**src/rtl/percept_node.sv**
```systemverilog
// Serial-bus perceptron slave: deframes bytes, decodes commands, stores weights/inputs, runs MAC on EVAL.
// Optional build macro PERCEPT_SAT_EN saturates the activation byte instead of wrapping it.
module percept_node #(
    parameter logic [2:0]         ADDR   = 3'd0,
    parameter int unsigned        N_IN   = 8,
    parameter logic signed [18:0] THRESH = 19'sd0
) (
    input  logic       clk,
    input  logic       rst,
    input  logic       serial,
    output logic       busy,
    output logic       valid,
    output logic       fire,
    output logic [7:0] act,
    output logic       drop,
    output logic       ferr
);

    localparam int unsigned ACC_W  = 19;
    localparam int unsigned PROD_W = 16;
    localparam int unsigned CNT_W  = 4;
    localparam int unsigned MEM_D  = 8;

    typedef enum logic [1:0] {RX_WAIT_IDLE, RX_IDLE, RX_DATA, RX_STOP} rx_state_t;
    typedef enum logic {DEC_HDR, DEC_PAYLOAD} dec_state_t;

    rx_state_t  rx_state, rx_state_nxt;
    dec_state_t dec_state, dec_state_nxt;

    logic [2:0] rx_cnt;
    logic [7:0] rx_byte;
    logic       byte_acc_c;
    logic       frame_err_c;

    logic [2:0] hdr_addr;
    logic       hdr_is_x;
    logic [2:0] hdr_idx;

    logic [7:0] w_mem [MEM_D];
    logic [7:0] x_mem [MEM_D];

    logic signed [ACC_W-1:0]  acc;
    logic signed [PROD_W-1:0] prod_c;
    logic [CNT_W-1:0]         mac_cnt;
    logic [7:0]               act_c;

    logic hdr_match_c, eval_cmd_c, clear_cmd_c, load_match_c, load_bad_c;
    logic start_eval_c, do_clear_c, wr_c, drop_c;

    // Receiver state register and bit shifter
    always_ff @(posedge clk) begin
        if (rst) begin
            rx_state <= RX_WAIT_IDLE;
            rx_cnt   <= '0;
            rx_byte  <= '0;
        end else begin
            rx_state <= rx_state_nxt;
            if (rx_state == RX_IDLE) begin
                rx_cnt <= 3'd7;
            end else if (rx_state == RX_DATA) begin
                rx_byte[rx_cnt] <= serial;
                rx_cnt          <= rx_cnt - 3'd1;
            end
        end
    end

    always_comb begin
        rx_state_nxt = rx_state;
        byte_acc_c   = 1'b0;
        frame_err_c  = 1'b0;
        case (rx_state)
            RX_WAIT_IDLE: if (serial) rx_state_nxt = RX_IDLE;
            RX_IDLE:      if (!serial) rx_state_nxt = RX_DATA;
            RX_DATA:      if (rx_cnt == 3'd0) rx_state_nxt = RX_STOP;
            RX_STOP: begin
                if (serial) begin
                    byte_acc_c   = 1'b1;
                    rx_state_nxt = RX_IDLE;
                end else begin
                    frame_err_c  = 1'b1;
                    rx_state_nxt = RX_WAIT_IDLE;
                end
            end
            default: rx_state_nxt = RX_WAIT_IDLE;
        endcase
    end

    // Decoder: every node walks header/payload so all nodes stay aligned on the shared line
    always_ff @(posedge clk) begin
        if (rst) begin
            dec_state <= DEC_HDR;
            hdr_addr  <= '0;
            hdr_is_x  <= 1'b0;
            hdr_idx   <= '0;
        end else begin
            dec_state <= dec_state_nxt;
            if (dec_state == DEC_HDR && byte_acc_c) begin
                hdr_addr <= rx_byte[7:5];
                hdr_is_x <= rx_byte[3];
                hdr_idx  <= rx_byte[2:0];
            end
        end
    end

    always_comb begin
        dec_state_nxt = dec_state;
        if (frame_err_c) begin
            dec_state_nxt = DEC_HDR;
        end else if (byte_acc_c) begin
            if (dec_state == DEC_HDR) begin
                if (!rx_byte[4]) dec_state_nxt = DEC_PAYLOAD;
            end else begin
                dec_state_nxt = DEC_HDR;
            end
        end
    end

    always_comb begin
        hdr_match_c  = (dec_state == DEC_HDR) && byte_acc_c && (rx_byte[7:5] == ADDR);
        eval_cmd_c   = hdr_match_c && (rx_byte[4:3] == 2'b10);
        clear_cmd_c  = hdr_match_c && (rx_byte[4:3] == 2'b11);
        load_match_c = (dec_state == DEC_PAYLOAD) && byte_acc_c && (hdr_addr == ADDR);
        load_bad_c   = load_match_c && (busy || (32'(hdr_idx) >= N_IN));
        start_eval_c = eval_cmd_c && !busy;
        do_clear_c   = clear_cmd_c && !busy;
        wr_c         = load_match_c && !load_bad_c;
        drop_c       = ((eval_cmd_c || clear_cmd_c) && busy) || load_bad_c;
    end

    // Weight/input storage
    always_ff @(posedge clk) begin
        if (rst || do_clear_c) begin
            for (int i = 0; i < MEM_D; i++) begin
                w_mem[i] <= '0;
                x_mem[i] <= '0;
            end
        end else if (wr_c) begin
            if (hdr_is_x) x_mem[hdr_idx] <= rx_byte;
            else          w_mem[hdr_idx] <= rx_byte;
        end
    end

    always_comb begin
        prod_c = $signed(w_mem[mac_cnt[2:0]]) * $signed(x_mem[mac_cnt[2:0]]);
    end

`ifdef PERCEPT_SAT_EN
    localparam logic signed [ACC_W-1:0] SAT_HI = 19'sd127;
    localparam logic signed [ACC_W-1:0] SAT_LO = -19'sd128;
    always_comb begin
        if (acc > SAT_HI)      act_c = 8'h7F;
        else if (acc < SAT_LO) act_c = 8'h80;
        else                   act_c = acc[7:0];
    end
`else
    always_comb begin
        act_c = acc[7:0];
    end
`endif

    // MAC sequencer: one product per cycle, result registered once the last term is in
    always_ff @(posedge clk) begin
        if (rst) begin
            busy    <= 1'b0;
            valid   <= 1'b0;
            fire    <= 1'b0;
            act     <= '0;
            drop    <= 1'b0;
            ferr    <= 1'b0;
            acc     <= '0;
            mac_cnt <= '0;
        end else begin
            valid <= 1'b0;
            drop  <= drop_c;
            ferr  <= frame_err_c;
            if (start_eval_c) begin
                busy    <= 1'b1;
                acc     <= '0;
                mac_cnt <= '0;
            end else if (busy) begin
                if (mac_cnt == CNT_W'(N_IN)) begin
                    busy  <= 1'b0;
                    valid <= 1'b1;
                    fire  <= (acc > THRESH);
                    act   <= act_c;
                end else begin
                    acc     <= acc + ACC_W'(prod_c);
                    mac_cnt <= mac_cnt + CNT_W'(1);
                end
            end
        end
    end

endmodule

```
**config.mk**
```make
export PLATFORM = sky130hd
export DESIGN_NAME = percept_node
export DESIGN_NICKNAME = d
export VERILOG_FILES = /design/src/rtl/percept_node.sv
export SDC_FILE = /design/constraint.sdc
export NUM_CORES = 1
export LEC_CHECK = 0
export CORE_MARGIN = 5
export CORE_UTILIZATION = 60
export DETAILED_ROUTE_END_ITERATION = 16
export PLACE_DENSITY = 0.77
export SKIP_LAST_GASP = 1
export SLEW_MARGIN = 40
export SYNTH_ARGS = -nofsm -noshare
export SYNTH_HDL_FRONTEND = slang
export SYNTH_SLANG_ARGS = --single-unit
```
**constraint.sdc**
```tcl
create_clock -name clk -period 7.13 [get_ports clk]
set_input_delay 2.139 -clock clk [delete_from_list [all_inputs] [get_ports clk]]
set_output_delay 2.139 -clock clk [all_outputs]
set_load 0.05 [all_outputs]
```
==> summary.md <==
| Metric | Value |
|---|---|
| DRT Pass-1 Iters | `5` |
| Yosys warning total | `0` |
| #FFs+latches synth | `about 190` |
| Final WS setup | `around 760 ps` |
| First-pass GRT wire length | `around 41 mm` |
| RSZ-0062 raised after global routing | `false` |
| Syn Area/Cell | `about 12 um^2` |
| Pin count of the biggest net entering global routing | `39` |
| Final Power | `2.74 mW` |
| Post-CTS Resized | `0` |
| # setup viols final | `0` |
| H-tree depth | `4` |
| Run status | `completed` |
| Total setup buffers inserted after CTS | `0` |
| Starting Density | `between 60% and 70%` |
| First DRT Iteration DRCs | `roughly 500` |
| Drt total wl | `roughly 25 mm` |
| Tot GR Track Use | `between 20% and 30%` |
| Skew-Pair Late Insertion Delay | `roughly 430 ps` |
| Fmax | `roughly 160 MHz` |
| Pwr Density | `214 mW/mm^2` |
| Full die area | `0.0225 mm^2` |
| Grt peak-use layer | `met2` |
| Final Cycle Share | `between 80 and 90%` |
| VDD IR max | `about 0.17 mV` |
| Final setup TNS | `0 ps` |
| Hold Fails Final Rpt | `0` |
| Syn Std Cell Area | `~0.012 mm^2` |
| Slowest cell on crit path | `fa_1` |
| CP max FO | `23` |
| CTS Buf Count | `17` |
| Kind of end point of the critical path | `register` |
| Max_slew headroom | `a little over two fifths` |
| Worst path cell trace | `buf_12 > mux4_2 > mux2i_2 > nand2b_1 > fa_1 > fa_1 > inv_1 > fa_1 > fa_1 > fa_1 > ha_1 > o21a_1 > o31a_1 > o21ai_1 > o21ai_0 > a31oi_1 > mux2i_1 > nand2_1` |
| Synth top area share | `32.7%` |
| Hpwl dp | `approximately 18 mm` |
| Setup Skew | `about 13 ps` |
| CP peak stage delay | `between 500 and 600 ps` |
| Die height | `150 um` |
| HP Class | `reg -> reg` |
| Max-slew violation count | `0` |
| Core ar. | `~0.019 mm^2` |
| TritonCTS clock tree | `built` |
| Number of enable flip-flop cells after synthesis | `approximately 130` |
| Port Buf Inserts | `15` |
| Die width | `between 100 and 150 um` |
| CTS root buf | `clkbuf_16` |
| CTS Hold Bufs | `0` |
| Top-count cell post-synth | `and2_1` |
| Leading area contributor after synthesis | `edfxtp_1` |
| Lkg Pwr | `5.13 nW` |
| Sequential area share after synthesis | `42.9%` |
| Antenna-violating nets left | `0` |
| Via/cell ratio | `about 5.7` |
| Startpoint types | `register` |
| Setup CP Type | `reg -> reg` |
| Initial antenna violation count | `0` |
| Fillers | `~1400` |
| I/O pins | `16` |
| Post-Syn Nets | `roughly 1100` |
| Worst Path Required | `7450 ps` |
| Register Area | `around 0.005 mm^2` |
| Worst Tran Pin Value | `approximately 850 ps` |
| Average wire per standard cell | `about 19 um` |
| Cell count after synthesis | `a little over 1000` |
| Share of layout cells above drive strength 1 | `11.2%` |
| Via count | `7316` |
| Final min period | `~6400 ps` |
| Most common cell on crit path | `fa_1` |
| # DRC | `0` |
| Met1 usage | `between 30% and 40%` |
| Multi-input logic area | `~0.006 mm^2` |
| Yosys cell types | `56` |
| Max Cap Violations | `0` |
| Placement Setup Slack | `about 760 ps` |
| Congestion Overflow GR | `0` |
| Reg clk slew, reported paths | `about 70 ps` |
| Arrival @ worst endpoint | `roughly 6700 ps` |
| Synth Flop Type | `edfxtp_1` |
| Antenna fix cells | `0` |
| Row count | `roughly 50` |
| Area growth, synth to finish | `9.20%` |
| Clock buffer depth | `2` |
| Buf/Inv on CP | `2` |
| M3 GR Usage | `3.85%` |
| Synth cell count leaders | `and2_1, edfxtp_1, inv_1` |
| Synth top area cells | `edfxtp_1, fa_1, dfxtp_1` |
| GR Util met2 | `between 40% and 50%` |
| Synth async-reset ratio | `0%` |
| Gpl congestion | `roughly 0.84` |
| Vias in the first global route | `between 7000 and 8000` |
| # clock sinks | `~190` |
| Cell family with most CP delay | `adder cells` |
| Fin nets | `about 1200` |
## layout by cell type, fill, tap and decap left out, types with 26 or more instances in the layout
cell	synthesis	layout
nor2_1	67	67
dfxtp_1	60	58
inv_1	102	102
edfxtp_1	128	128
nand2_1	78	78
a21oi_1	40	40
mux4_2	32	32
and2_1	129	129
nand2b_1	26	26
ha_1	54	54
fa_1	84	84
## logic make-up after synthesis
family	Yosys count	synth area share, %
xor gates and xnor gates	18	1.34
and+or+nand+nor	376	17.5
buffers and inverters	143	4.78
AOI/OAI and AO/OA	84	4.37
DFF	188	42.9
adders and majority gates	138	20.1
muxes	60	9.06
## layer usage
layer / vias to the layer above / share of wire [%]
met5: - / 0
met4: 0 / 2.7
met3: 45 / 4.8
met2: 208 / 50
met1: 3650 / 43
li1: 3413 / -
## layout make-up
type,count,area share (%)
well taps,265,2.58
inverters,102,2.98
multi-input cells,676,47.9
clock inverters,12,1.27
flip-flops and latches,188,39.3
clock buffers,20,3.81
repair buffers,29,2.09
## report_power, final
| group | total [mW] | leakage [nW] | switching, mW | internal, mW |
|---|---|---|---|---|
| Sequential | 1.24 | 1.79 | 0.0387 | 1.20 |
| Clock | 1.03 | 0.319 | 0.450 | 0.584 |
| Combinational | 0.467 | 3.02 | 0.272 | 0.195 |
## metrics by stage
stage          util (%)  hold slack [ps]  instances  instance area, um^2
3_3_place_gp       62.7              444       1260                12200
2_1_floorplan         -              447       1007                11800
6_report           66.1              456       1292                12800
4_1_cts            66.1              459       1292                12800
5_1_grt            66.1              481       1292                12800
3_5_place_dp       62.8              449       1260                12200
## worst paths after layout
check	start	end	slack, ps	depth (start not counted)
setup / recovery	register	acc[16]	760	18
hold / removal	act[6]	act[6]	460	2
setup reg to reg	register	acc[16]	760	18
hold reg to reg	act[6]	act[6]	460	2
## state kept, by name, summed over array words and instances, names as in the netlist, 2 cells and up, named ones only
register	cells
rx_cnt	3
hdr_addr	3
hdr_idx	3
w_mem	64
acc	19
x_mem	64
act	8
rx_state	2
mac_cnt	4
rx_byte	8
## tightest hold or removal path, cell delays in order, from the launching register on
cell	delay, ps
dfxtp_1	310
nand2_1	50
a21oi_1	50
Note: power is estimated with default switching activity, not from simulation.
